File: config.mk
export PLATFORM = sky130hd
export DESIGN_NAME = gsm_egress_port
export DESIGN_NICKNAME = d
export VERILOG_FILES = /design/src/rtl/gsm_egress_port.sv
export SDC_FILE = /design/constraint.sdc
export NUM_CORES = 1
export LEC_CHECK = 0
export CAP_MARGIN = 30
export CORE_UTILIZATION = 40
export DETAILED_ROUTE_END_ITERATION = 16
export PLACE_DENSITY_LB_ADDON = 0.1
export SLEW_MARGIN = 20
export SYNTH_ARGS = -nofsm -noshare
export SYNTH_HDL_FRONTEND = slang
export SYNTH_SLANG_ARGS = --single-unit
File: constraint.sdc
create_clock -name clk_80M -period 23.9 [get_ports clk_80M]
set_input_delay 4.78 -clock clk_80M [delete_from_list [all_inputs] [get_ports clk_80M]]
set_output_delay 4.78 -clock clk_80M [all_outputs]
set_load 0.005 [all_outputs]
File: src/rtl/gsm_egress_port.sv
// ============================================================================
// Module   : gsm_egress_port
// Brief    : Egress-link consumer: pops gsm cells into a local FIFO, frames
//            packets from header lengths and streams them out as valid/ready.
// Revision : 1.0
// ============================================================================
`default_nettype none

module gsm_egress_port #(
    parameter int DWIDTH      = 128,
    parameter int FAWIDTH     = 3,
    parameter int MAX_PKT_LEN = 7,
    parameter int LOC_PKT_LEN = 24
) (
    input  logic                 clk_80M,
    input  logic                 clr_80M,
    input  logic                 i_egress_valid,
    output logic                 o_egress_rd,
    input  logic [DWIDTH-1:0]    i_egress_data,
    output logic                 o_tx_valid,
    input  logic                 i_tx_ready,
    output logic [DWIDTH-1:0]    o_tx_data,
    output logic                 o_tx_sop,
    output logic                 o_tx_eop,
    output logic [31:0]          o_pkt_cnt,
    output logic [15:0]          o_err_cnt,
    output logic [FAWIDTH:0]     o_fifo_level
);

    localparam int                     c_depth_i = 2 ** FAWIDTH;
    localparam logic [FAWIDTH:0]       c_depth   = c_depth_i[FAWIDTH:0];
    localparam logic [FAWIDTH:0]       c_lvl_one = (FAWIDTH+1)'(1);
    localparam logic [FAWIDTH-1:0]     c_ptr_one = FAWIDTH'(1);
    localparam logic [MAX_PKT_LEN-1:0] c_len_one = MAX_PKT_LEN'(1);
    localparam logic [MAX_PKT_LEN-1:0] c_len_0   = '0;

    typedef enum logic [0:0] {
        S_HDR  = 1'b0,
        S_BODY = 1'b1
    } state_t;

    logic [DWIDTH-1:0]      r_mem [c_depth_i];
    logic [FAWIDTH-1:0]     r_wptr;
    logic [FAWIDTH-1:0]     r_rptr;
    logic [FAWIDTH:0]       r_level;
    state_t                 r_state;
    logic [MAX_PKT_LEN-1:0] r_rem;
    logic                   r_tx_valid;
    logic [DWIDTH-1:0]      r_tx_data;
    logic                   r_tx_sop;
    logic                   r_tx_eop;
    logic [31:0]            r_pkt_cnt;
    logic [15:0]            r_err_cnt;

    logic                   w_full;
    logic                   w_wr;
    logic                   w_pop;
    logic                   w_xfer;
    logic                   w_drop;
    logic [DWIDTH-1:0]      w_head;
    logic [MAX_PKT_LEN-1:0] w_len;

    assign w_full  = (r_level == c_depth);
    assign w_wr    = i_egress_valid & ~w_full;
    // A pop feeds the output stage, so it waits for that stage to be free
    assign w_pop   = (r_level != '0) & (~r_tx_valid | i_tx_ready);
    assign w_xfer  = r_tx_valid & i_tx_ready;
    assign w_head  = r_mem[r_rptr];
    assign w_len   = w_head[LOC_PKT_LEN +: MAX_PKT_LEN];
    assign w_drop  = w_pop & (r_state == S_HDR) & (w_len == c_len_0);

    assign o_egress_rd  = w_wr;
    assign o_tx_valid   = r_tx_valid;
    assign o_tx_data    = r_tx_data;
    assign o_tx_sop     = r_tx_sop;
    assign o_tx_eop     = r_tx_eop;
    assign o_pkt_cnt    = r_pkt_cnt;
    assign o_err_cnt    = r_err_cnt;
    assign o_fifo_level = r_level;

    always_ff @(posedge clk_80M) begin
        if (w_wr) begin
            r_mem[r_wptr] <= i_egress_data;
        end
    end

    always_ff @(posedge clk_80M) begin
        if (clr_80M) begin
            r_wptr     <= '0;
            r_rptr     <= '0;
            r_level    <= '0;
            r_state    <= S_HDR;
            r_rem      <= '0;
            r_tx_valid <= 1'b0;
            r_tx_data  <= '0;
            r_tx_sop   <= 1'b0;
            r_tx_eop   <= 1'b0;
            r_pkt_cnt  <= '0;
            r_err_cnt  <= '0;
        end else begin
            if (w_wr) begin
                r_wptr <= r_wptr + c_ptr_one;
            end
            if (w_pop) begin
                r_rptr <= r_rptr + c_ptr_one;
            end
            if (w_wr && !w_pop) begin
                r_level <= r_level + c_lvl_one;
            end else if (!w_wr && w_pop) begin
                r_level <= r_level - c_lvl_one;
            end

            if (w_xfer) begin
                r_tx_valid <= 1'b0;
            end
            if (w_xfer && r_tx_eop) begin
                r_pkt_cnt <= r_pkt_cnt + 32'd1;
            end
            if (w_drop && (r_err_cnt != 16'hFFFF)) begin
                r_err_cnt <= r_err_cnt + 16'd1;
            end

            // Zero-length headers are consumed from the FIFO but never loaded
            if (w_pop && !w_drop) begin
                r_tx_valid <= 1'b1;
                r_tx_data  <= w_head;
                case (r_state)
                    S_HDR: begin
                        r_tx_sop <= 1'b1;
                        if (w_len == c_len_one) begin
                            r_tx_eop <= 1'b1;
                        end else begin
                            r_tx_eop <= 1'b0;
                            r_rem    <= w_len - c_len_one;
                            r_state  <= S_BODY;
                        end
                    end
                    default: begin
                        r_tx_sop <= 1'b0;
                        if (r_rem == c_len_one) begin
                            r_tx_eop <= 1'b1;
                            r_state  <= S_HDR;
                        end else begin
                            r_tx_eop <= 1'b0;
                        end
                        r_rem <= r_rem - c_len_one;
                    end
                endcase
            end
        end
    end

endmodule

`default_nettype wire

==> impl_metrics.yaml <==
status:
  outcome: "finished, final reports clean"
drt:
  number_of_vias_per_cell_after_detailed_routing: 5.317
  drt_iter0_drc: 1497
  wirelength_um: 105800
  first_pass_iters: 5
  number_of_drc_violations_after_detailed_routing: 0
  routedWlPerCell_um: 24.56
  postRouteAntennaNets: 0
  num_vias: 22900
sta:
  slew_headroom_pct: 29.19
  min_period_ps: 11130
  fmax_mhz: 89.87
  hold_viol_final: 0
  final_max_slew_viol_count: 0
  setup_viol: 0
  fin_tns_setup_ps: 0
  worst_slew_pin_slew_ps: 1062
  min_period_over_period_pct: 46.56
  finClkSkew_ps: 28.80
  grt_setup_unrepaired: "no"
yosys:
  synth.ff_latch_count: 1224
  post_synth_inst_count: 2327
  post_synth_most_frequent_cells: "1024 x sky130_fd_sc_hd__edfxtp_1, 256 x sky130_fd_sc_hd__mux4_2, 200 x sky130_fd_sc_hd__dfxtp_1"
  synth_ff_type: "sky130_fd_sc_hd__edfxtp_1"
  synthDistinctLibCells: 52
  yosysMostFrequentCell: "sky130_fd_sc_hd__edfxtp_1"
  netlist_area_um2: 45870
  synth_async_sr_flop_share_pct: 0
  synth_top_area_cell: "sky130_fd_sc_hd__edfxtp_1"
  synth_top_cell_area_share_pct: 67.04
  seq_area_frac_synth_pct: 75.77
  synth_enable_flop_cells: 1024
  syn_area_per_cell_um2: 19.71
  synth_nets: 2472
  ys.warnings.count: 0
  synth.top_cells.by_area: "sky130_fd_sc_hd__edfxtp_1 67%, sky130_fd_sc_hd__mux4_2 13%, sky130_fd_sc_hd__dfxtp_1 8.7%, sky130_fd_sc_hd__mux2i_1 2.9%, sky130_fd_sc_hd__a211oi_1 2.1%"
power_and_ir_drop:
  cellLeakagePower_nw: 17.22
  fin_total_pwr_mw: 5.989
  power.ir.vdd_worst_uv: 66.34
  power.density_nw_per_um2: 108.6
final_layout:
  fillers: 9375
  drive_above_1_share_pct: 18.26
  area_growth_from_synthesis_to_final_layout_pct: 20.18
  layout.cells.non_filler: 4307
  finalNetCount: 2838
die:
  initial_core_util_pct: 40.55
  design.core.area_um2: 113100
  num_rows: 123
  die_area_um2: 116000
  die_h_um: 340.6
  die_width_um: 340.6
  design.portCount: 316
setup_path:
  endpoint_kind: "primary output"
  slowest_stage_cell_on_the_critical_path: "sky130_fd_sc_hd__clkdlybuf4s50_1"
  worstPathRequired_ps: 19120
  timing_worst_setup_path_type: "in -> out"
  critical_path_arrival_ps: 6350
  path_max_fanout: 6
  critical-path-top-cell-by-count: "sky130_fd_sc_hd__clkdlybuf4s50_1"
  critical_path.cell_chain: "clkdlybuf4s50_1 -> nand2_1 -> inv_1 -> clkdlybuf4s50_1"
  startpoint_kind_of_the_worst_setup_timing_path: "input port"
  crit_path_max_incr_delay_ps: 560
cts:
  post_cts_resize_count: 0
  cts-buffers-inserted: 134
  cts_hold_buffers: 0
  cts.sinks: 1224
  clk_pin_slew_worst_paths_ps: 50
  tritoncts_clock_tree: "yes"
  max-clock-path-buffers: 3
  htree_num_levels: 4
  cts_root_buffer: "sky130_fd_sc_hd__clkbuf_16"
  clock_latency_late_sink_ps: 740
  post_cts.repair.setup_buffers: 0
global_route:
  grt_antenna_before_repair: 18
  first_pass_grt_wire_length_um: 156900
  groute.usage.overall_pct: 18.35
  pin_count_of_the_biggest_net_entering_global_routing: 144
  grt_pass1_vias: 23940
  grt.overflow.total: 0
placement:
  dp_hpwl_um: 56860
  port_buffers: 315
  place.detailed.instances: 4054
  gpl_wtd_cong: 0.7601
min_path:
  min_delay_worst_type: "reg -> reg"
run:
  cap_viol_max_count: 0
critical path: cells and delay by family:
family / cells / cell delay (ps)
buffers and inverters: 3 / 1350
AND/OR/NAND/NOR: 1 / 210
through the flow:
step	hold slack (ps)	area, um^2	worst slack (ps)	utilization [%]
5_1_grt	511.3	55120	12690	48.73
6_report	480.2	55130	12770	48.73
2_1_floorplan	454.1	45870	6029	-
3_3_place_gp	467.1	50730	12790	44.85
3_5_place_dp	476.8	50840	12770	44.94
4_1_cts	485.6	55070	12750	48.68
sequential cells by signal, summed over array words and instances (netlist names), 3 cells and up, named ones only:
name,cells
o_err_cnt,16
r_rptr,3
o_tx_data,128
o_pkt_cnt,32
o_fifo_level,4
r_rem,7
r_wptr,3
r_mem,1024
area by class of cell:
type	count	area (um^2)	area share (%)
Tap cell	1500	1877	3.405
Multi-Input combinational cell	955	10540	19.12
Clock buffer	184	3692	6.698
Timing Repair Buffer	360	3645	6.612
Sequential cell	1224	34760	63.06
Inverter	18	67.56	0.1226
Clock inverter	63	534.3	0.9692
Antenna cell	3	7.507	0.01362
power by group:
part | switching (mW) | total [mW] | internal [mW]
logic | 0.702 | 1.39 | 0.689
registers | 0.108 | 2.62 | 2.51
clock network | 0.821 | 1.98 | 1.16
final timing paths:
check,from,to,slack (ps),depth (start not counted)
setup / recovery,i_egress_valid,o_egress_rd,12770,4
setup reg to reg,flop,o_tx_data[53],18810,10
hold / removal,r_rptr[1],flop,480,2
hold reg to reg,r_rptr[1],flop,480,2
logic make-up (layout without fill, tap and decap cells):
group	after synthesis	count (layout)	share of synthesized area, %
DFF	1224	1224	75.77
adders and majority gates	13	13	0.3710
buffers and inverters	148	625	1.383
AOI/OAI and AO/OA	188	188	2.859
muxes	396	396	15.64
and+or+nand+nor	317	317	3.200
xor gates and xnor gates	41	41	0.7829
other	0	3	0
placed cells by master (no fill, tap or decap), types with 4 or more instances in the layout:
master and n:
sky130_fd_sc_hd__inv_6 10, sky130_fd_sc_hd__mux4_2 256, sky130_fd_sc_hd__edfxtp_1 1024, sky130_fd_sc_hd__inv_1 17, sky130_fd_sc_hd__or3_1 12, sky130_fd_sc_hd__clkbuf_8 13
sky130_fd_sc_hd__nand2_1 30, sky130_fd_sc_hd__xnor2_1 22, sky130_fd_sc_hd__buf_16 4, sky130_fd_sc_hd__a21oi_1 25, sky130_fd_sc_hd__mux2_2 4, sky130_fd_sc_hd__nor3_2 4
sky130_fd_sc_hd__xor2_1 19, sky130_fd_sc_hd__nor4_1 5, sky130_fd_sc_hd__buf_4 34, sky130_fd_sc_hd__nand4_1 13, sky130_fd_sc_hd__buf_12 6, sky130_fd_sc_hd__dfxtp_1 197
sky130_fd_sc_hd__clkbuf_16 135, sky130_fd_sc_hd__mux2i_1 135, sky130_fd_sc_hd__bufinv_16 7, sky130_fd_sc_hd__clkinv_1 22, sky130_fd_sc_hd__o21ai_0 16, sky130_fd_sc_hd__a211oi_1 130
sky130_fd_sc_hd__clkinv_2 21, sky130_fd_sc_hd__nor2_1 183, sky130_fd_sc_hd__nand2b_1 6, sky130_fd_sc_hd__o31ai_1 4, sky130_fd_sc_hd__clkdlybuf4s50_1 314, sky130_fd_sc_hd__ha_1 12
sky130_fd_sc_hd__or4_1 6, sky130_fd_sc_hd__nand3_1 14, sky130_fd_sc_hd__and3_1 9, sky130_fd_sc_hd__and4_1 6, sky130_fd_sc_hd__nor3_1 10, sky130_fd_sc_hd__clkbuf_1 36
per-layer routing:
layer / vias up / part of all wire, % / track usage, %
met4: 22 / 2.4 / 6.082
met5: - / 0.13 / 0
met2: 516 / 49 / 30.35
met1: 12000 / 43 / 23.84
li1: 10200 / - / -
met3: 173 / 5.4 / 4.339
Power figures use the tool's default switching activity.
